## config.mk

```make
export PLATFORM = sky130hd
export DESIGN_NAME = rackbus_cin_gen
export DESIGN_NICKNAME = d
export VERILOG_FILES = /design/src/rtl/rackbus_cin_gen.sv
export SDC_FILE = /design/constraint.sdc
export NUM_CORES = 1
export LEC_CHECK = 0
export CORE_MARGIN = 2
export CORE_UTILIZATION = 46
export DETAILED_ROUTE_END_ITERATION = 8
export HOLD_SLACK_MARGIN = 0.02
export PLACE_DENSITY = 0.88
export SKIP_LAST_GASP = 1
export SLEW_MARGIN = 15
export SYNTH_ARGS = -nofsm -noshare
export SYNTH_HDL_FRONTEND = slang
export SYNTH_SLANG_ARGS = --single-unit
```

## constraint.sdc

```tcl
create_clock -name clk -period 1.9 [get_ports clk]
set_input_delay 0.57 -clock clk [delete_from_list [all_inputs] [get_ports clk]]
set_output_delay 0.57 -clock clk [all_outputs]
set_load 0.02 [all_outputs]
```

## src/rtl/rackbus_cin_gen.sv

```systemverilog
// rackbus_cin_gen: per-SURF command-in serializer word generator.
// Each channel trains with TRAIN_PATTERN, idles at zeros, and sends NBEAT-beat
// commands MSB beat first. Optional macro RACKBUS_CIN_PARITY_EN appends one
// even-parity beat to every command.
module rackbus_cin_gen #(
  parameter int unsigned NSURF         = 7,
  parameter int unsigned DW            = 8,
  parameter int unsigned NBEAT         = 4,
  parameter logic [DW-1:0] TRAIN_PATTERN = DW'(8'b0110_1001),
  parameter int unsigned HOLDOFF       = 16
) (
  input  logic                     clk,
  input  logic                     rst_n,
  input  logic [NSURF-1:0]         train_i,
  input  logic [NSURF*DW*NBEAT-1:0] cmd_dat_i,
  input  logic [NSURF-1:0]         cmd_valid_i,
  output logic [NSURF-1:0]         cmd_ready_o,
  output logic [NSURF*DW-1:0]      dat_o,
  output logic [2*NSURF-1:0]       state_o
);

  localparam int unsigned CW = DW * NBEAT;
  localparam int unsigned BW = $clog2(NBEAT + 1);
  localparam int unsigned HW = 8;
`ifdef RACKBUS_CIN_PARITY_EN
  localparam int unsigned LAST_BEAT = NBEAT;
`else
  localparam int unsigned LAST_BEAT = NBEAT - 1;
`endif

  typedef enum logic [1:0] {
    ST_TRAIN = 2'd0,
    ST_IDLE  = 2'd1,
    ST_SEND  = 2'd2
  } state_e;

  for (genvar g = 0; g < NSURF; g++) begin : g_ch
    state_e        state_q, state_d;
    logic [HW-1:0] hold_q, hold_d;
    logic [BW-1:0] beat_q, beat_d;
    logic [CW-1:0] cmd_q, cmd_d;
    logic [DW-1:0] dat_q, dat_d;
    logic          pend_q, pend_d;
    logic          ready_c;
    logic          last_c;
    logic [CW-1:0] cmd_in_c;
    logic [CW-1:0] cmd_sh_c;
`ifdef RACKBUS_CIN_PARITY_EN
    logic          par_q, par_d;
`endif

    assign cmd_in_c = cmd_dat_i[g*CW +: CW];
    assign cmd_sh_c = cmd_q << DW;
    assign last_c   = (beat_q == BW'(LAST_BEAT));

    // Next-state, next output word and combinational ready for this channel.
    always_comb begin
      state_d = state_q;
      hold_d  = hold_q;
      beat_d  = beat_q;
      cmd_d   = cmd_q;
      dat_d   = dat_q;
      pend_d  = pend_q;
      ready_c = 1'b0;
`ifdef RACKBUS_CIN_PARITY_EN
      par_d   = par_q;
`endif
      case (state_q)
        ST_TRAIN: begin
          dat_d = TRAIN_PATTERN;
          if (train_i[g]) begin
            hold_d = '0;
          end else if (hold_q >= HW'(HOLDOFF)) begin
            hold_d  = '0;
            state_d = ST_IDLE;
            dat_d   = '0;
          end else if (hold_q != {HW{1'b1}}) begin
            hold_d = hold_q + HW'(1);
          end
        end
        ST_IDLE: begin
          dat_d   = '0;
          ready_c = ~train_i[g];
          if (train_i[g]) begin
            state_d = ST_TRAIN;
            dat_d   = TRAIN_PATTERN;
          end
        end
        ST_SEND: begin
          // A training request mid-command is remembered until the final beat.
          if (train_i[g]) pend_d = 1'b1;
          if (!last_c) begin
            beat_d = beat_q + BW'(1);
            cmd_d  = cmd_sh_c;
            dat_d  = cmd_sh_c[CW-1 -: DW];
`ifdef RACKBUS_CIN_PARITY_EN
            if (beat_q == BW'(NBEAT - 1)) dat_d = DW'(par_q);
`endif
          end else begin
            ready_c = ~(train_i[g] | pend_q);
            pend_d  = 1'b0;
            if (train_i[g] | pend_q) begin
              state_d = ST_TRAIN;
              dat_d   = TRAIN_PATTERN;
            end else begin
              state_d = ST_IDLE;
              dat_d   = '0;
            end
          end
        end
        default: begin
          state_d = ST_TRAIN;
          dat_d   = TRAIN_PATTERN;
        end
      endcase
      // Acceptance overrides the idle/return path and starts beat 0 next cycle.
      if (ready_c && cmd_valid_i[g]) begin
        state_d = ST_SEND;
        beat_d  = '0;
        cmd_d   = cmd_in_c;
        dat_d   = cmd_in_c[CW-1 -: DW];
        pend_d  = 1'b0;
`ifdef RACKBUS_CIN_PARITY_EN
        par_d   = ^cmd_in_c;
`endif
      end
    end

    // Channel state and output registers with synchronous active-low reset.
    always_ff @(posedge clk) begin
      if (!rst_n) begin
        state_q <= ST_TRAIN;
        hold_q  <= '0;
        beat_q  <= '0;
        cmd_q   <= '0;
        dat_q   <= TRAIN_PATTERN;
        pend_q  <= 1'b0;
`ifdef RACKBUS_CIN_PARITY_EN
        par_q   <= 1'b0;
`endif
      end else begin
        state_q <= state_d;
        hold_q  <= hold_d;
        beat_q  <= beat_d;
        cmd_q   <= cmd_d;
        dat_q   <= dat_d;
        pend_q  <= pend_d;
`ifdef RACKBUS_CIN_PARITY_EN
        par_q   <= par_d;
`endif
      end
    end

    assign cmd_ready_o[g]      = ready_c;
    assign dat_o[g*DW +: DW]   = dat_q;
    assign state_o[g*2 +: 2]   = state_q;
  end

endmodule

```

==> results.py, run 1 <==
metrics = {
    "yosys": {
        "yosysSeqAreaShare_pct": 45.4,
        "async_reset_ff_share_pct": 0,
        "ys_ff_latch": 322,
        "yosys_warnings": 0,
        "syn_area_per_cell_sq_um": 8.67,
        "syn-cell-area_sq_um": 14200,
        "synthFlopType": "dfxtp_1",
        "synth_edf_count": 0,
        "synthesis.nets": 1935,
        "yosys.cell_types.count": 66,
        "netlist_instances": 1639,
    },
    "layout": {
        "final_cell_mix": "dfxtp_1 (302), nand2_1 (246), clkdlybuf4s50_1 (238)",
        "n_antenna_cell": 0,
        "final_common_cell": "dfxtp_1",
        "fillers": 1964,
        "syn2layout_area_growth_pct": 53.6,
        "drive_gt1_share_pct": 23.2,
        "fin_nets": 2406,
    },
    "placed_design": {
        "preCtsSetupSlack_ps": -567,
        "dp_hpwl_um": 28700,
        "gp_congestion": 0.844,
        "io_buffers": 316,
    },
    "cts": {
        "htreeDepth": 2,
        "clockRootBuffer": "clkbuf_16",
        "clk_pin_slew_ps": 60,
        "cts_tree": "done",
        "clock_latency_ps": 500,
        "clockBufferDepth": 3,
        "cts_made_buffers": 36,
        "clock_sinks": 322,
    },
    "outcome": {
        "status": "finished with violations",
        "violations": "negative setup slack",
    },
    "routing": {
        "wirelength_um": 48100,
        "wl_per_cell_um": 19.1,
        "dr_total_vias": 14700,
        "first_pass_iters": 5,
        "viasPerCell": 5.80,
        "ant_nets": 0,
        "drc": 0,
        "first_iter_violations": 926,
    },
    "floorplan": {
        "die_h_um": 180,
        "io_pins": 317,
        "die_x_um": 180,
        "start_util_pct": 46.6,
        "die-area_sq_um": 32300,
        "core_sq_um": 30500,
        "num_rows": 64,
    },
    "power_and_ir_drop": {
        "finalPower_mw": 16.1,
        "ir_drop_uv": 611,
        "p_leak_nw": 8.62,
        "power_density_nw_per_um2": 736,
    },
    "timing": {
        "fin_crit_sh_pct": 122,
        "slew_violations": 0,
        "rsz0062_at_grt": "true",
        "fmax_ghz": 0.432,
        "tightest_slew_ps": 791,
        "setup_viol": 116,
        "final_hold_viol_count": 0,
        "skew_ps": 8.44,
        "setup_ws_ps": -412,
        "fin_crit_ps": 2310,
        "relSlewSlack_pct": 47.1,
    },
    "grt": {
        "grt_max_degree": 31,
        "grt_first_pass_wirelength_um": 70600,
        "grt_pass1_vias": 14600,
        "overflow": 0,
        "grt_use_total_pct": 25.6,
        "antenna_found_initial": 0,
    },
    "worst_hold_path": {
        "hold_path_depth": 2,
        "hold_end": "g_ch[3].cmd_q[1]",
        "min_path_type": "reg -> reg",
        "hp-start": "g_ch[3].cmd_q[1]",
    },
    "critical_path": {
        "startpoint": "g_ch[6].state_q[0]",
        "worst_path_max_delay_cell": "dfxtp_1",
        "crit_required_ps": 1330,
        "slowest_delay_ps": 340,
        "r2r_start": "g_ch[4].beat_q[0]",
        "timing.rr.end": "g_ch[4].cmd_q[17]",
        "crit_path_end_kind": "output port",
        "cp.arrival_ps": 1740,
        "critical_path_class": "reg -> out",
        "start_kind": "flip-flop",
        "rr_worst_depth": 10,
        "path_max_fanout": 2,
        "cp_cell_sequence": "inv_1 -> ha_1 -> and3b_2 -> nor2_2 -> nor3b_2 -> buf_4",
        "reg2reg_setup_slack_ps": -200,
    },
    "run": {
        "maxCapViolCount": 0,
    },
}
-- report_power, final --
group | switching [mW] | total (mW) | leakage [nW] | internal [mW]
Clock | 2.73 | 6.96 | 0.568 | 4.23
Sequential | 0.0863 | 6.99 | 2.61 | 6.90
Combinational | 1.04 | 2.12 | 5.44 | 1.08
-- layer usage --
metal / vias up / GRT usage, % / wire (um)
met5: - / 0 / 0
met4: 0 / 11.7 / 2330
met3: 199 / 4.44 / 2990
met2: 717 / 46.3 / 24400
met1: 7014 / 29.4 / 18400
li1: 6729 / - / -
-- worst max-delay path, delay by kind of cell, from the launching register on --
kind                     cells  cell delay [ps]
adder cells (fa/ha/maj)      1              210
flip-flops                   1              340
AND/OR/NAND/NOR              3              460
buffers and inverters        2              220
-- layout make-up --
type                    instances  area [sq um]  area share (%)
multi-input cells            1151          7810            35.8
flip-flops and latches        322          6470            29.6
repair buffers                553          5720            26.2
clock buffers                  54          1060            4.86
well taps                     396           495            2.27
inverters                      46           178           0.814
clock inverters                 5           100           0.459
-- cells by family after synthesis --
kind of cell	count (synthesis)	synth area share (%)
multiplexers	58	4.14
adder cells (fa/ha/maj)	56	4.93
buffers and inverters	166	5.23
AND/OR/NAND/NOR	645	20.8
XOR/XNOR	7	0.431
AO/OA/AOI/OAI	385	19.2
flip-flops	322	45.4
-- flip-flops by register name, summed over array words and instances, names as in the netlist --
name	count
g_ch.cmd_q	168
g_ch.dat_q	56
g_ch.hold_q	56
g_ch.beat_q	21
g_ch.state_q	14
g_ch.pend_q	7
-- repair_timing --
| action | CTS | global route |
|---|---|---|
| buffers inserted | 21 | 34 |
| gates cloned | 12 | 9 |
| pin swaps | 34 | 104 |
| resized for setup | 210 | 170 |
| setup endpoints to repair | 148 | 204 |
| hold buffers | 0 | 0 |
-- worst max path at each step --
stage | cells after the start | endpoint
after floorplan | 5 | cmd_ready_o[0]
after global placement | 3 | cmd_ready_o[2]
after detailed placement | 3 | cmd_ready_o[1]
after CTS | 6 | cmd_ready_o[4]
after global routing | 6 | cmd_ready_o[4]
final | 6 | cmd_ready_o[6]
-- through the flow --
stage	hold WS (ps)	instance area, sq um	instances	utilization [%]	setup TNS (ps)
after global placement	443	18800	2399	61.7	-49990
after floorplan	430	14200	1639	-	-47.1
after global routing	484	21800	2527	71.5	-18800
final	465	21800	2527	71.5	-11570
after CTS	466	20700	2489	67.9	-4040
after detailed placement	454	18800	2399	61.7	-65090
-- cells in the mapped netlist, drive strengths merged (49+ instances only) --
| master | n | area [sq um] |
|---|---|---|
| nand2 | 249 | 935 |
| mux2i | 52 | 521 |
| ha | 56 | 701 |
| clkbuf | 50 | 189 |
| a311oi | 70 | 613 |
| a211oi | 61 | 458 |
| o21ai | 49 | 260 |
| nor2 | 190 | 716 |
| buf | 70 | 382 |
| nand3 | 81 | 405 |
| dfxtp | 322 | 6450 |
| a21oi | 108 | 541 |
Power figures use the tool's default switching activity.
==> run 2: changes to the inputs <==
--- a/config.mk
+++ b/config.mk
@@ -5,7 +5,6 @@
 export SDC_FILE = /design/constraint.sdc
 export NUM_CORES = 1
 export LEC_CHECK = 0
-export CORE_MARGIN = 2
 export CORE_UTILIZATION = 46
 export DETAILED_ROUTE_END_ITERATION = 8
 export HOLD_SLACK_MARGIN = 0.02
==> run 2 against run 1 <==
The flow still finishes with violations (negative setup slack). Register-to-register slack worse by 190 ps. Combinational power down 4%. First-iteration DRC count up 19%. Total power rose by 2.0%. Die area down 2.2%. Clock power rose by 6.3%. Fmax down 0.63%. Critical path depth is the same. Wire length decreased by 6.2%. Cell count is 1.5% lower.
==> results.py, run 2 (same netlist as run 1, synthesis figures left out) <==
metrics = {
    "timing": {
        "fin_crit_sh_pct": 122,
        "rsz0062_at_grt": "true",
        "skew_ps": 16.0,
        "setup_viol": 74,
        "relSlewSlack_pct": 50.8,
        "fmax_ghz": 0.430,
        "setup_ws_ps": -427,
        "slew_violations": 0,
        "final_hold_viol_count": 0,
        "tightest_slew_ps": 735,
        "fin_crit_ps": 2330,
    },
    "worst_hold_path": {
        "min_path_type": "reg -> reg",
        "hold_end": "g_ch[6].cmd_q[6]",
        "hold_path_depth": 2,
        "hp-start": "g_ch[6].cmd_q[6]",
    },
    "power_and_ir_drop": {
        "ir_drop_uv": 799,
        "finalPower_mw": 16.4,
        "power_density_nw_per_um2": 768,
        "p_leak_nw": 8.41,
    },
    "routing": {
        "ant_nets": 0,
        "first_pass_iters": 7,
        "viasPerCell": 5.74,
        "drc": 0,
        "wirelength_um": 45200,
        "first_iter_violations": 1099,
        "wl_per_cell_um": 18.1,
        "dr_total_vias": 14300,
    },
    "placed_design": {
        "io_buffers": 316,
        "preCtsSetupSlack_ps": -558,
        "dp_cells": 2383,
        "post_dp_cell_area_sq_um": 18800,
        "gp_congestion": 0.877,
        "dp_hpwl_um": 27900,
    },
    "floorplan": {
        "die-area_sq_um": 31600,
        "die_x_um": 178,
        "start_util_pct": 47.3,
        "num_rows": 63,
        "die_h_um": 178,
        "core_sq_um": 30000,
        "io_pins": 317,
    },
    "layout": {
        "n_antenna_cell": 0,
        "multi_input_area_sq_um": 7720,
        "seq_area_sq_um": 6470,
        "top_register": "g_ch.cmd_q",
        "syn2layout_area_growth_pct": 50.2,
        "final_cell_mix": "dfxtp_1 (304), nand2_1 (248), clkdlybuf4s50_1 (238)",
        "drive_gt1_share_pct": 21.0,
        "fin_cells": 2490,
        "largest_reg_flops": 168,
        "reg.largest.list": "g_ch.cmd_q x168, g_ch.dat_q x56, g_ch.hold_q x56",
        "design_area_sq_um": 21300,
        "fillers": 1952,
        "final_common_cell": "dfxtp_1",
        "fin_nets": 2372,
    },
    "cts": {
        "clockBufferDepth": 3,
        "cts_hold_buf": 0,
        "clockRootBuffer": "clkbuf_16",
        "clk_pin_slew_ps": 60,
        "cts_tree": "done",
        "htreeDepth": 2,
        "cts_made_buffers": 35,
        "clock_sinks": 322,
        "clock_latency_ps": 500,
    },
    "critical_path": {
        "r2r_start": "g_ch[6].beat_q[0]",
        "cp.arrival_ps": 1760,
        "start_kind": "flip-flop",
        "critical_path_class": "reg -> out",
        "crit_path_end_kind": "output port",
        "path_max_fanout": 2,
        "timing.rr.end": "g_ch[6].cmd_q[17]",
        "rr_worst_depth": 10,
        "crit_required_ps": 1330,
        "reg2reg_setup_slack_ps": -390,
    },
    "grt": {
        "grt_first_pass_wirelength_um": 64800,
        "antenna_found_initial": 0,
        "overflow": 0,
        "grt_pass1_vias": 13900,
        "grt_use_total_pct": 24.8,
        "grt_max_degree": 61,
    },
    "outcome": {
        "violations": "negative setup slack",
        "status": "finished with violations",
    },
    "run": {
        "maxCapViolCount": 0,
    },
}
==> run 2: how the worst max path moves through the flow <==
stage,start,end,depth (start not counted)
2_1_floorplan,g_ch[0].state_q[1],cmd_ready_o[0],5
4_1_cts,g_ch[3].beat_q[1],cmd_ready_o[3],5
3_5_place_dp,train_i[6],cmd_ready_o[6],3
3_3_place_gp,train_i[4],cmd_ready_o[4],3
6_report,g_ch[6].beat_q[0],cmd_ready_o[6],6
5_1_grt,g_ch[6].state_q[1],cmd_ready_o[6],5
==> run 2: area by class of cell <==
type | instances | area share, %
repair buffers | 519 | 24.5
flip-flops and latches | 322 | 30.3
clock inverters | 14 | 1.04
clock buffers | 47 | 4.84
inverters | 46 | 0.832
well taps | 390 | 2.29
multi-input cells | 1152 | 36.2
==> run 2: per-layer routing <==
metal | global-route usage, % | wire [um] | vias up
met2 | 46.2 | 23500 | 669
met3 | 4.07 | 2950 | 156
met1 | 27.9 | 16900 | 6785
li1 | - | - | 6672
met5 | 0 | 0 | -
met4 | 9.54 | 1880 | 0
==> run 2: worst max-delay path, stage by stage, from the launching register on <==
cell,delay (ps)
dfxtp_4,360
ha_4,170
ha_4,150
and3b_2,220
nor2_4,140
nor3b_2,60
buf_4,150
==> run 2: per-stage QoR <==
stage / TNS, ps / utilization [%] / hold slack, ps
CTS: -2890 / 67.4 / 460
floorplan: -47.1 / - / 430
finish: -8140 / 71.1 / 463
global route: -12930 / 71.1 / 475
detailed placement: -64890 / 62.5 / 447
global placement: -51390 / 62.5 / 443
==> run 2: report_power, final <==
group,switching (mW),internal (mW),total (mW)
registers,0.0800,6.90,6.98
clock network,2.77,4.63,7.40
logic,0.980,1.04,2.03
total,3.83,12.6,16.4
==> run 2: timing repair <==
| item | 4_1_cts | 5_1_grt |
|---|---|---|
| buffers inserted | 11 | 21 |
| endpoints found under the setup margin | 131 | 158 |
| pin swaps | 21 | 73 |
| gates cloned | 0 | 15 |
| resized for setup | 175 | 149 |
